--- config.mk ---
export PLATFORM = sky130hd
export DESIGN_NAME = i2c_bit_ctrl
export DESIGN_NICKNAME = d
export VERILOG_FILES = /design/src/rtl/i2c_bit_ctrl.sv
export SDC_FILE = /design/constraint.sdc
export NUM_CORES = 1
export LEC_CHECK = 0
export ABC_AREA = 0
export CORE_UTILIZATION = 25
export DETAILED_ROUTE_END_ITERATION = 12
export GPL_TIMING_DRIVEN = 0
export PLACE_DENSITY = 0.56
export SETUP_SLACK_MARGIN = 0.1
export SYNTH_ARGS = -nofsm -noshare
export SYNTH_HDL_FRONTEND = slang
export SYNTH_SLANG_ARGS = --single-unit
--- constraint.sdc ---
create_clock -name Clk -period 2.65 [get_ports Clk]
set_input_delay 0.53 -clock Clk [delete_from_list [all_inputs] [get_ports Clk]]
set_output_delay 0.53 -clock Clk [all_outputs]
set_load 0.005 [all_outputs]
--- src/rtl/i2c_bit_ctrl.sv ---
// I2C master bit sequencer: splits START/STOP/WRITE/READ into four timed
// quarter-bit phases, drives open-drain enables, handles stretching and arbitration.
module i2c_bit_ctrl #(
    parameter int SIZE = 8
) (
    input  logic            Clk,
    input  logic            Rst_n,
    input  logic [SIZE-1:0] QuarterTicks,
    input  logic [1:0]      Cmd,
    input  logic            CmdValid,
    output logic            CmdReady,
    input  logic            TxBit,
    output logic            RxBit,
    output logic            Done,
    output logic            ArbLost,
    input  logic            SclIn,
    input  logic            SdaIn,
    output logic            SclOen,
    output logic            SdaOen,
    output logic            TmrStart,
    output logic            TmrStop,
    output logic [SIZE-1:0] TmrTicks,
    input  logic            TmrOut
);
    localparam logic [2:0] IDLE = 3'd0, PH_A = 3'd1, PH_B = 3'd2, PH_C = 3'd3, PH_D = 3'd4;
    localparam logic [1:0] CMD_START = 2'b00, CMD_STOP = 2'b01, CMD_WRITE = 2'b10, CMD_READ = 2'b11;

    logic [2:0]      state_q, state_d;
    logic [1:0]      cmd_q, cmd_d;
    logic [SIZE-1:0] ticks_q, ticks_d;
    logic            tx_q, tx_d, rx_q, rx_d;
    logic            scl_oen_q, scl_oen_d, sda_oen_q, sda_oen_d;
    logic            done_q, done_d, arb_q, arb_d, ready_q, ready_d, start_q, start_d;
    logic            accept, stretch, adv, arb_loss;

    // {SclOen, SdaOen} to drive while in phase ph of command cmd
    function automatic logic [1:0] phase_oen(input logic [1:0] cmd, input logic [2:0] ph, input logic t);
        logic scl, sda;
        scl = 1'b1;
        sda = 1'b1;
        case (cmd)
            CMD_START: begin scl = (ph != PH_D);                 sda = (ph == PH_A) || (ph == PH_B); end
            CMD_STOP:  begin scl = (ph != PH_A);                 sda = (ph == PH_D); end
            CMD_WRITE: begin scl = (ph == PH_B) || (ph == PH_C); sda = t; end
            default:   begin scl = (ph == PH_B) || (ph == PH_C); sda = 1'b1; end
        endcase
        return {scl, sda};
    endfunction

    assign accept  = CmdValid && ready_q;
    // Slave holding SCL low while we release it freezes the phase timer
    assign stretch = (state_q != IDLE) && scl_oen_q && !SclIn;
    assign adv     = (state_q != IDLE) && TmrOut && !stretch;
    assign arb_loss = adv && !SdaIn &&
                      (((cmd_q == CMD_WRITE) && tx_q && ((state_q == PH_B) || (state_q == PH_C))) ||
                       ((cmd_q == CMD_START) && (state_q == PH_B)));

    always_comb begin
        state_d   = state_q;
        cmd_d     = cmd_q;
        tx_d      = tx_q;
        ticks_d   = ticks_q;
        rx_d      = rx_q;
        scl_oen_d = scl_oen_q;
        sda_oen_d = sda_oen_q;
        done_d    = 1'b0;
        arb_d     = 1'b0;
        start_d   = 1'b0;
        if (state_q == IDLE) begin
            if (accept) begin
                cmd_d   = Cmd;
                tx_d    = TxBit;
                ticks_d = (QuarterTicks == '0) ? SIZE'(1) : QuarterTicks;
                start_d = 1'b1;
                state_d = PH_A;
                {scl_oen_d, sda_oen_d} = phase_oen(Cmd, PH_A, TxBit);
            end
        end else if (arb_loss) begin
            arb_d     = 1'b1;
            scl_oen_d = 1'b1;
            sda_oen_d = 1'b1;
            state_d   = IDLE;
        end else if (adv) begin
            if ((cmd_q == CMD_READ) && (state_q == PH_C))
                rx_d = SdaIn;
            if (state_q == PH_D) begin
                state_d = IDLE;
                done_d  = 1'b1;
            end else begin
                state_d = state_q + 3'd1;
                {scl_oen_d, sda_oen_d} = phase_oen(cmd_q, state_q + 3'd1, tx_q);
            end
        end
        // Ready only once IDLE has been held for a full cycle
        ready_d = (state_q == IDLE) && (state_d == IDLE);
    end

    always_ff @(posedge Clk) begin
        if (!Rst_n) begin
            state_q   <= IDLE;
            cmd_q     <= CMD_START;
            tx_q      <= 1'b0;
            ticks_q   <= '0;
            rx_q      <= 1'b0;
            scl_oen_q <= 1'b1;
            sda_oen_q <= 1'b1;
            done_q    <= 1'b0;
            arb_q     <= 1'b0;
            ready_q   <= 1'b0;
            start_q   <= 1'b0;
        end else begin
            state_q   <= state_d;
            cmd_q     <= cmd_d;
            tx_q      <= tx_d;
            ticks_q   <= ticks_d;
            rx_q      <= rx_d;
            scl_oen_q <= scl_oen_d;
            sda_oen_q <= sda_oen_d;
            done_q    <= done_d;
            arb_q     <= arb_d;
            ready_q   <= ready_d;
            start_q   <= start_d;
        end
    end

    assign CmdReady = ready_q;
    assign RxBit    = rx_q;
    assign Done     = done_q;
    assign ArbLost  = arb_q;
    assign SclOen   = scl_oen_q;
    assign SdaOen   = sda_oen_q;
    assign TmrStart = start_q;
    assign TmrStop  = (state_q == IDLE) || stretch;
    assign TmrTicks = ticks_q;
endmodule

==> results by group, run 1 <==
Hold path
  • Worst Hold End: TmrTicks[7]$_SDFFE_PN0P_
  • Hold path depth: 2
  • Hold_sp: TmrTicks[7]$_SDFFE_PN0P_
  • HP Class: reg -> reg

Synth
  • Synthesized area: 1080 µm²
  • Syn Inst Count: 131
  • Seq/Total Area, Yosys: 38.8%
  • Yosys warns: 0
  • Net Count, Synth: 155
  • Mean Syn Cell Area: 8.28 µm²
  • Synth cell types: 38
  • Asr flop ratio synth: 0%
  • #FFs+latches synth: 21
  • EDFF count, synth: 0
  • Primary FF master, synth: dfxtp_1

Timing
  • Worst slew pin tran: 0.452 ns
  • Fin crit share: 89.7%
  • Worst hold margin: 0.465 ns
  • Max-slew violation count: 0
  • Setup-failing EPs final: 0
  • Setup TNS: 0 ns
  • Rel. slew slack: 69.9%
  • Max Clock Skew: 0.00533 ns
  • Hold Vio Cnt, Final: 0
  • Fmax: 421 MHz
  • RSZ-0062 raised after global routing: no
  • Min Tclk post-route: 2.38 ns

Setup path
  • Critical path peak fanout: 9
  • Crit start category: register
  • Reg-to-reg slack, setup: 0.70 ns
  • CP required: 2.12 ns
  • Reg2reg start: state_q[0]$_SDFF_PN0_
  • R2R cell count: 7
  • Crit path DAT: 1.85 ns
  • Crit end category: output port
  • Kind of critical path: reg -> out
  • Reg2reg end: cmd_q[0]$_SDFFE_PN0P_

Clocking
  • Clk sinks: 21
  • Worst-Skew Late Latency: 0.26 ns
  • Largest buffer count on any clock path: 2
  • CTS Hold Buffers Added: 0
  • CTS buffer count: 3
  • Post-cts sizing count: 0
  • Post-CTS Setup Inserts: 0
  • Clock slew at reported path FFs: 0.08 ns
  • Htree depth: 1
  • CTS tree: yes
  • Root Buffer: clkbuf_8

Routing
  • Initial DRC count: 21
  • Routed via count: 1060
  • DR vias/cell: 4.88
  • Routed Antenna Nets: 0
  • DRT Pass-1 Iters: 4
  • Final Routed Wirelength: 2.76 mm
  • Wirelength per Cell: 12.7 µm
  • Remaining DRCs: 0

Floorplan
  • Die footprint: 4610 µm²
  • Core Area: 4090 µm²
  • Top-level I/O count: 33
  • Chip Width: 67.9 µm
  • Die Span Y: 67.9 µm
  • Initial cell density of the core: 26.5%
  • Row cnt: 23

Run
  • Max-Cap Viols: 0

Global route
  • First-pass GRT wire length: 4.51 mm
  • Vias in the first global route: 999
  • Antenna violations before repair: 0
  • GRT overflow: 0
  • Largest net degree at the start of global routing: 13
  • Tot GR Track Use: 12.8%

Power and ir drop
  • Pwr dens: 634 nW/µm²
  • LEAKAGE: 0.585 nW
  • Psw: 0.322 mW
  • Sequential share of power: 41.7%
  • Clock power frac: 22.3%
  • Cell internal pwr: 0.638 mW
  • Comb power frac: 36.1%
  • Switching fraction of total power: 33.5%
  • Worst VDD drop: 0.000215 V

Final layout
  • Final Cell Area: 1520 µm²
  • Area grow syn2layout: 39.7%
  • Layout cells sized above 1: 8.38%
  • Layout Nets: 192
  • Post-Route Utilization: 37.1%
  • Antenna Cells: 0
  • Fill cells: 431

Placed design
  • Placed cell area: 1470 µm²
  • Gpl congestion: 0.889
  • Port bufs: 32
  • HPWL after detailed placement: 2.14 mm

Outcome
  • Status: finished clean
==> synth_stat cells (all sizes together), types with 2 or more instances <==
master | count | area, µm²
a221oi | 2 | 17.5
a31oi | 2 | 12.5
nor2 | 5 | 18.8
and2 | 2 | 15.0
ha | 7 | 87.6
nor4 | 2 | 12.5
nor3 | 2 | 10.0
nand2b | 2 | 12.5
nor3b | 3 | 22.5
or4 | 2 | 15.0
nand2 | 27 | 101
dfxtp | 21 | 420
inv | 6 | 22.5
a21oi | 17 | 85.1
nand3 | 2 | 10.0
o21ai | 7 | 35.0
clkbuf | 3 | 12.5
buf | 2 | 16.3
==> critical path, cell delays in order (launching register included) <==
cell and delay, ns:
dfxtp_2 0.37, inv_1 0.12, ha_1 0.30, nand2b_1 0.20, nand2_1 0.10, clkdlybuf4s50_1 0.49
==> routing by layer <==
layer  track usage, %  vias to the layer above  share of wire [%]
li1                 -                      539                  -
met1             17.1                      483                 49
met2             21.2                       34                 45
met3             2.33                        4                4.8
met4             3.13                        0               0.94
met5                0                        -                  0
==> stage by stage <==
step / cells / setup slack [ns] / power (mW)
6_report: 217 / 0.273 / 0.960
5_1_grt: 217 / 0.137 / 1.03
4_1_cts: 217 / 0.165 / 0.967
3_5_place_dp: 213 / 0.398 / 0.751
3_3_place_gp: 213 / 0.401 / 0.746
2_1_floorplan: 131 / 0.947 / 0.594
==> placed cells by master, fill, tap and decap left out, drive strengths merged, types with 3 or more instances in the layout <==
master / netlist / layout
nand2: 27 / 27
nor2: 5 / 5
ha: 7 / 7
o21ai: 7 / 7
clkbuf: 3 / 6
a21oi: 17 / 17
dfxtp: 21 / 21
nor3b: 3 / 3
inv: 6 / 6
clkdlybuf4s50: 0 / 32
==> layout make-up <==
cell class / count / area, µm² / share of cell area (%)
tap: 50 / 62.6 / 4.13
timing repair buffer: 32 / 320 / 21.1
buffer: 5 / 28.8 / 1.90
multi-input combinational: 99 / 613 / 40.5
sequential: 21 / 422 / 27.8
clock buffer: 3 / 41.3 / 2.73
inverter: 6 / 22.5 / 1.49
clock inverter: 1 / 5.00 / 0.330
==> flip-flops by register name (all words and copies together), names as in the netlist <==
register  count
state_q       3
CmdReady      1
Done          1
SdaOen        1
SclOen        1
ArbLost       1
TmrStart      1
TmrTicks      8
tx_q          1
RxBit         1
cmd_q         2
==> power by group through the flow <==
stage / Sequential (mW) / Clock, mW / Combinational, mW
5_1_grt: 0.407 / 0.237 / 0.383
3_3_place_gp: 0.403 / 0 / 0.343
2_1_floorplan: 0.400 / 0 / 0.194
4_1_cts: 0.398 / 0.221 / 0.348
6_report: 0.400 / 0.214 / 0.346
3_5_place_dp: 0.405 / 0 / 0.346
==> how the worst max path moves through the flow <==
stage | startpoint | endpoint | slack (ns) | cells after the start
2_1_floorplan | state_q[0]$_SDFF_PN0_ | state_q[2]$_SDFF_PN0_ | 0.95 | 6
3_3_place_gp | SclIn | TmrStop | 0.40 | 4
3_5_place_dp | SclIn | TmrStop | 0.40 | 4
4_1_cts | state_q[0]$_SDFF_PN0_ | TmrStop | 0.17 | 5
5_1_grt | state_q[1]$_SDFF_PN0_ | TmrStop | 0.14 | 5
6_report | state_q[0]$_SDFF_PN0_ | TmrStop | 0.27 | 5
==> cell families (layout without fill, tap and decap cells) <==
| family | count (synthesis) | in the layout | share of synthesized area, % |
|---|---|---|---|
| AOI/OAI and AO/OA | 36 | 36 | 21.1 |
| adders and majority gates | 7 | 7 | 8.07 |
| buffers and inverters | 11 | 47 | 4.73 |
| DFF | 21 | 21 | 38.8 |
| muxes | 1 | 1 | 0.923 |
| and+or+nand+nor | 55 | 55 | 26.4 |
Note: power is estimated with default switching activity, not from simulation.
==> inputs of run 2 (changes only) <==
clock period = 2.9 ns   (was 2.65 ns; I/O delays follow)
==> run 2 against run 1 <==
- clock skew did not move
- sequential cell count did not move
- clock power fell by 9%
- register-to-register slack improved by 0.19 ns
- total power fell by 8.8%
- first-iteration DRC count did not move
- largest power group unchanged
==> results by group, run 2 (same netlist as run 1, synthesis figures left out) <==
Timing
  • Worst setup margin: 0.375 ns (+0.102 ns)
  • Fin crit share: 87.1%
  • Setup TNS: 0 ns (unchanged)
  • Worst slew pin tran: 0.452 ns (unchanged)
  • Hold Vio Cnt, Final: 0 (unchanged)
  • Fmax: 396 MHz
  • RSZ-0062 raised after global routing: no
  • Rel. slew slack: 69.9% (unchanged)
  • Max-slew violation count: 0 (unchanged)
  • Min Tclk post-route: 2.52 ns
  • Max Clock Skew: 0.00533 ns (unchanged)
  • Setup-failing EPs final: 0 (unchanged)

Clocking
  • Post-CTS Setup Inserts: 0 (unchanged)
  • Root Buffer: clkbuf_8
  • Clock slew at reported path FFs: 0.08 ns (about the same)
  • Largest buffer count on any clock path: 2 (unchanged)
  • CTS buffer count: 3 (unchanged)
  • Worst-Skew Late Latency: 0.26 ns (about the same)
  • CTS Hold Buffers Added: 0 (unchanged)
  • Htree depth: 1 (unchanged)
  • Clk sinks: 21 (unchanged)
  • Post-cts sizing count: 0 (unchanged)
  • CTS tree: yes

Placed design
  • Port bufs: 32 (unchanged)
  • HPWL after detailed placement: 2.14 mm (unchanged)
  • Setup WS pre-CTS: 0.548 ns (+0.150 ns)
  • Placed cells: 213 (unchanged)
  • Gpl congestion: 0.889 (unchanged)

Global route
  • First-pass GRT wire length: 4.51 mm (unchanged)
  • GRT overflow: 0 (unchanged)
  • Antenna violations before repair: 0 (unchanged)
  • Largest net degree at the start of global routing: 13 (unchanged)
  • Tot GR Track Use: 12.8% (unchanged)
  • Vias in the first global route: 999 (unchanged)

Setup path
  • Kind of critical path: reg -> out
  • Critical path peak fanout: 9 (unchanged)
  • Crit start category: register
  • Crit path DAT: 1.94 ns (+0.09 ns)
  • Crit end category: output port
  • CP required: 2.32 ns (+0.20 ns)

Final layout
  • Commonest non-fill, non-tap cells in the layout: clkdlybuf4s50_1 (32), nand2_1 (27), dfxtp_1 (21), a21oi_1 (17)
  • Post-Route Utilization: 37.0% (about the same)
  • Area grow syn2layout: 39.6% (about the same)
  • Finished Layout Cells: 217 (unchanged)
  • Antenna Cells: 0 (unchanged)
  • Layout cells sized above 1: 7.78% (-0.60 points)
  • Most common cell after layout, fill and taps aside: clkdlybuf4s50_1
  • Max reg flops: 8 (unchanged)
  • Layout Nets: 192 (unchanged)

Floorplan
  • Row cnt: 23 (unchanged)
  • Core Area: 4090 µm² (unchanged)
  • Chip Width: 67.9 µm (unchanged)
  • Die Span Y: 67.9 µm (unchanged)
  • Die footprint: 4610 µm² (unchanged)
  • Initial cell density of the core: 26.5% (unchanged)
  • Top-level I/O count: 33 (unchanged)

Outcome
  • Status: finished clean

Routing
  • DR vias/cell: 4.88 (unchanged)
  • Routed via count: 1060 (unchanged)
  • DRT Pass-1 Iters: 4 (unchanged)
  • Remaining DRCs: 0 (unchanged)
  • Initial DRC count: 21 (unchanged)
  • Final Routed Wirelength: 2.76 mm (unchanged)
  • Routed Antenna Nets: 0 (unchanged)
  • Wirelength per Cell: 12.7 µm (unchanged)

Power and ir drop
  • Pwr dens: 579 nW/µm² (-8.7%)
  • LEAKAGE: 0.584 nW (about the same)
  • Total Power: 0.876 mW (-8.8%)
  • Worst VDD drop: 0.000197 V (-8.6%)

Hold path
  • HP Class: reg -> reg

Run
  • Max-Cap Viols: 0 (unchanged)
-- run 2: final timing paths --
| check | end | depth (start not counted) | slack (ns) | start |
|---|---|---|---|---|
| worst min-delay path | TmrTicks[7]$_SDFFE_PN0P_ | 2 | 0.46 | TmrTicks[7]$_SDFFE_PN0P_ |
| worst max register to register | cmd_q[0]$_SDFFE_PN0P_ | 7 | 0.89 | state_q[0]$_SDFF_PN0_ |
| worst min register to register | TmrTicks[7]$_SDFFE_PN0P_ | 2 | 0.46 | TmrTicks[7]$_SDFFE_PN0P_ |
| worst max-delay path | TmrStop | 5 | 0.38 | state_q[0]$_SDFF_PN0_ |
-- run 2: worst max-delay path, cell delays in order (launching register included) --
cell             delay (ns)
dfxtp_1                0.48
inv_1                  0.14
ha_1                   0.30
nand2b_1               0.23
nand2_1                0.08
clkdlybuf4s50_1        0.45
-- run 2: routing by layer --
metal | GRT usage, % | up-vias | share of wire (%)
li1 | - | 539 | -
met1 | 17.1 | 483 | 49
met2 | 21.2 | 34 | 45
met3 | 2.33 | 4 | 4.8
met4 | 3.13 | 0 | 0.94
met5 | 0 | - | 0
-- run 2: area by class of cell --
| class | instances | area, µm² |
|---|---|---|
| clock buffer | 3 | 41.3 |
| buffer | 5 | 28.8 |
| clock inverter | 1 | 5.00 |
| sequential | 21 | 420 |
| fill | 432 | 2570 |
| tap | 50 | 62.6 |
| timing repair buffer | 32 | 320 |
| inverter | 6 | 22.5 |
| multi-input combinational | 99 | 613 |
-- run 2: per-stage QoR --
stage                     area, µm²  hold slack [ns]
after CTS                      1510            0.467
after global routing           1510            0.484
final                          1510            0.465
after global placement         1470            0.447
after detailed placement       1470            0.452
after floorplan                1080            0.450
-- run 2: where the power goes --
| part | internal (mW) | leakage, nW | switching [mW] |
|---|---|---|---|
| logic | 0.156 | 0.388 | 0.160 |
| registers | 0.330 | 0.171 | 0.0346 |
| clock network | 0.0957 | 0.0255 | 0.0996 |
| total | 0.582 | 0.584 | 0.294 |
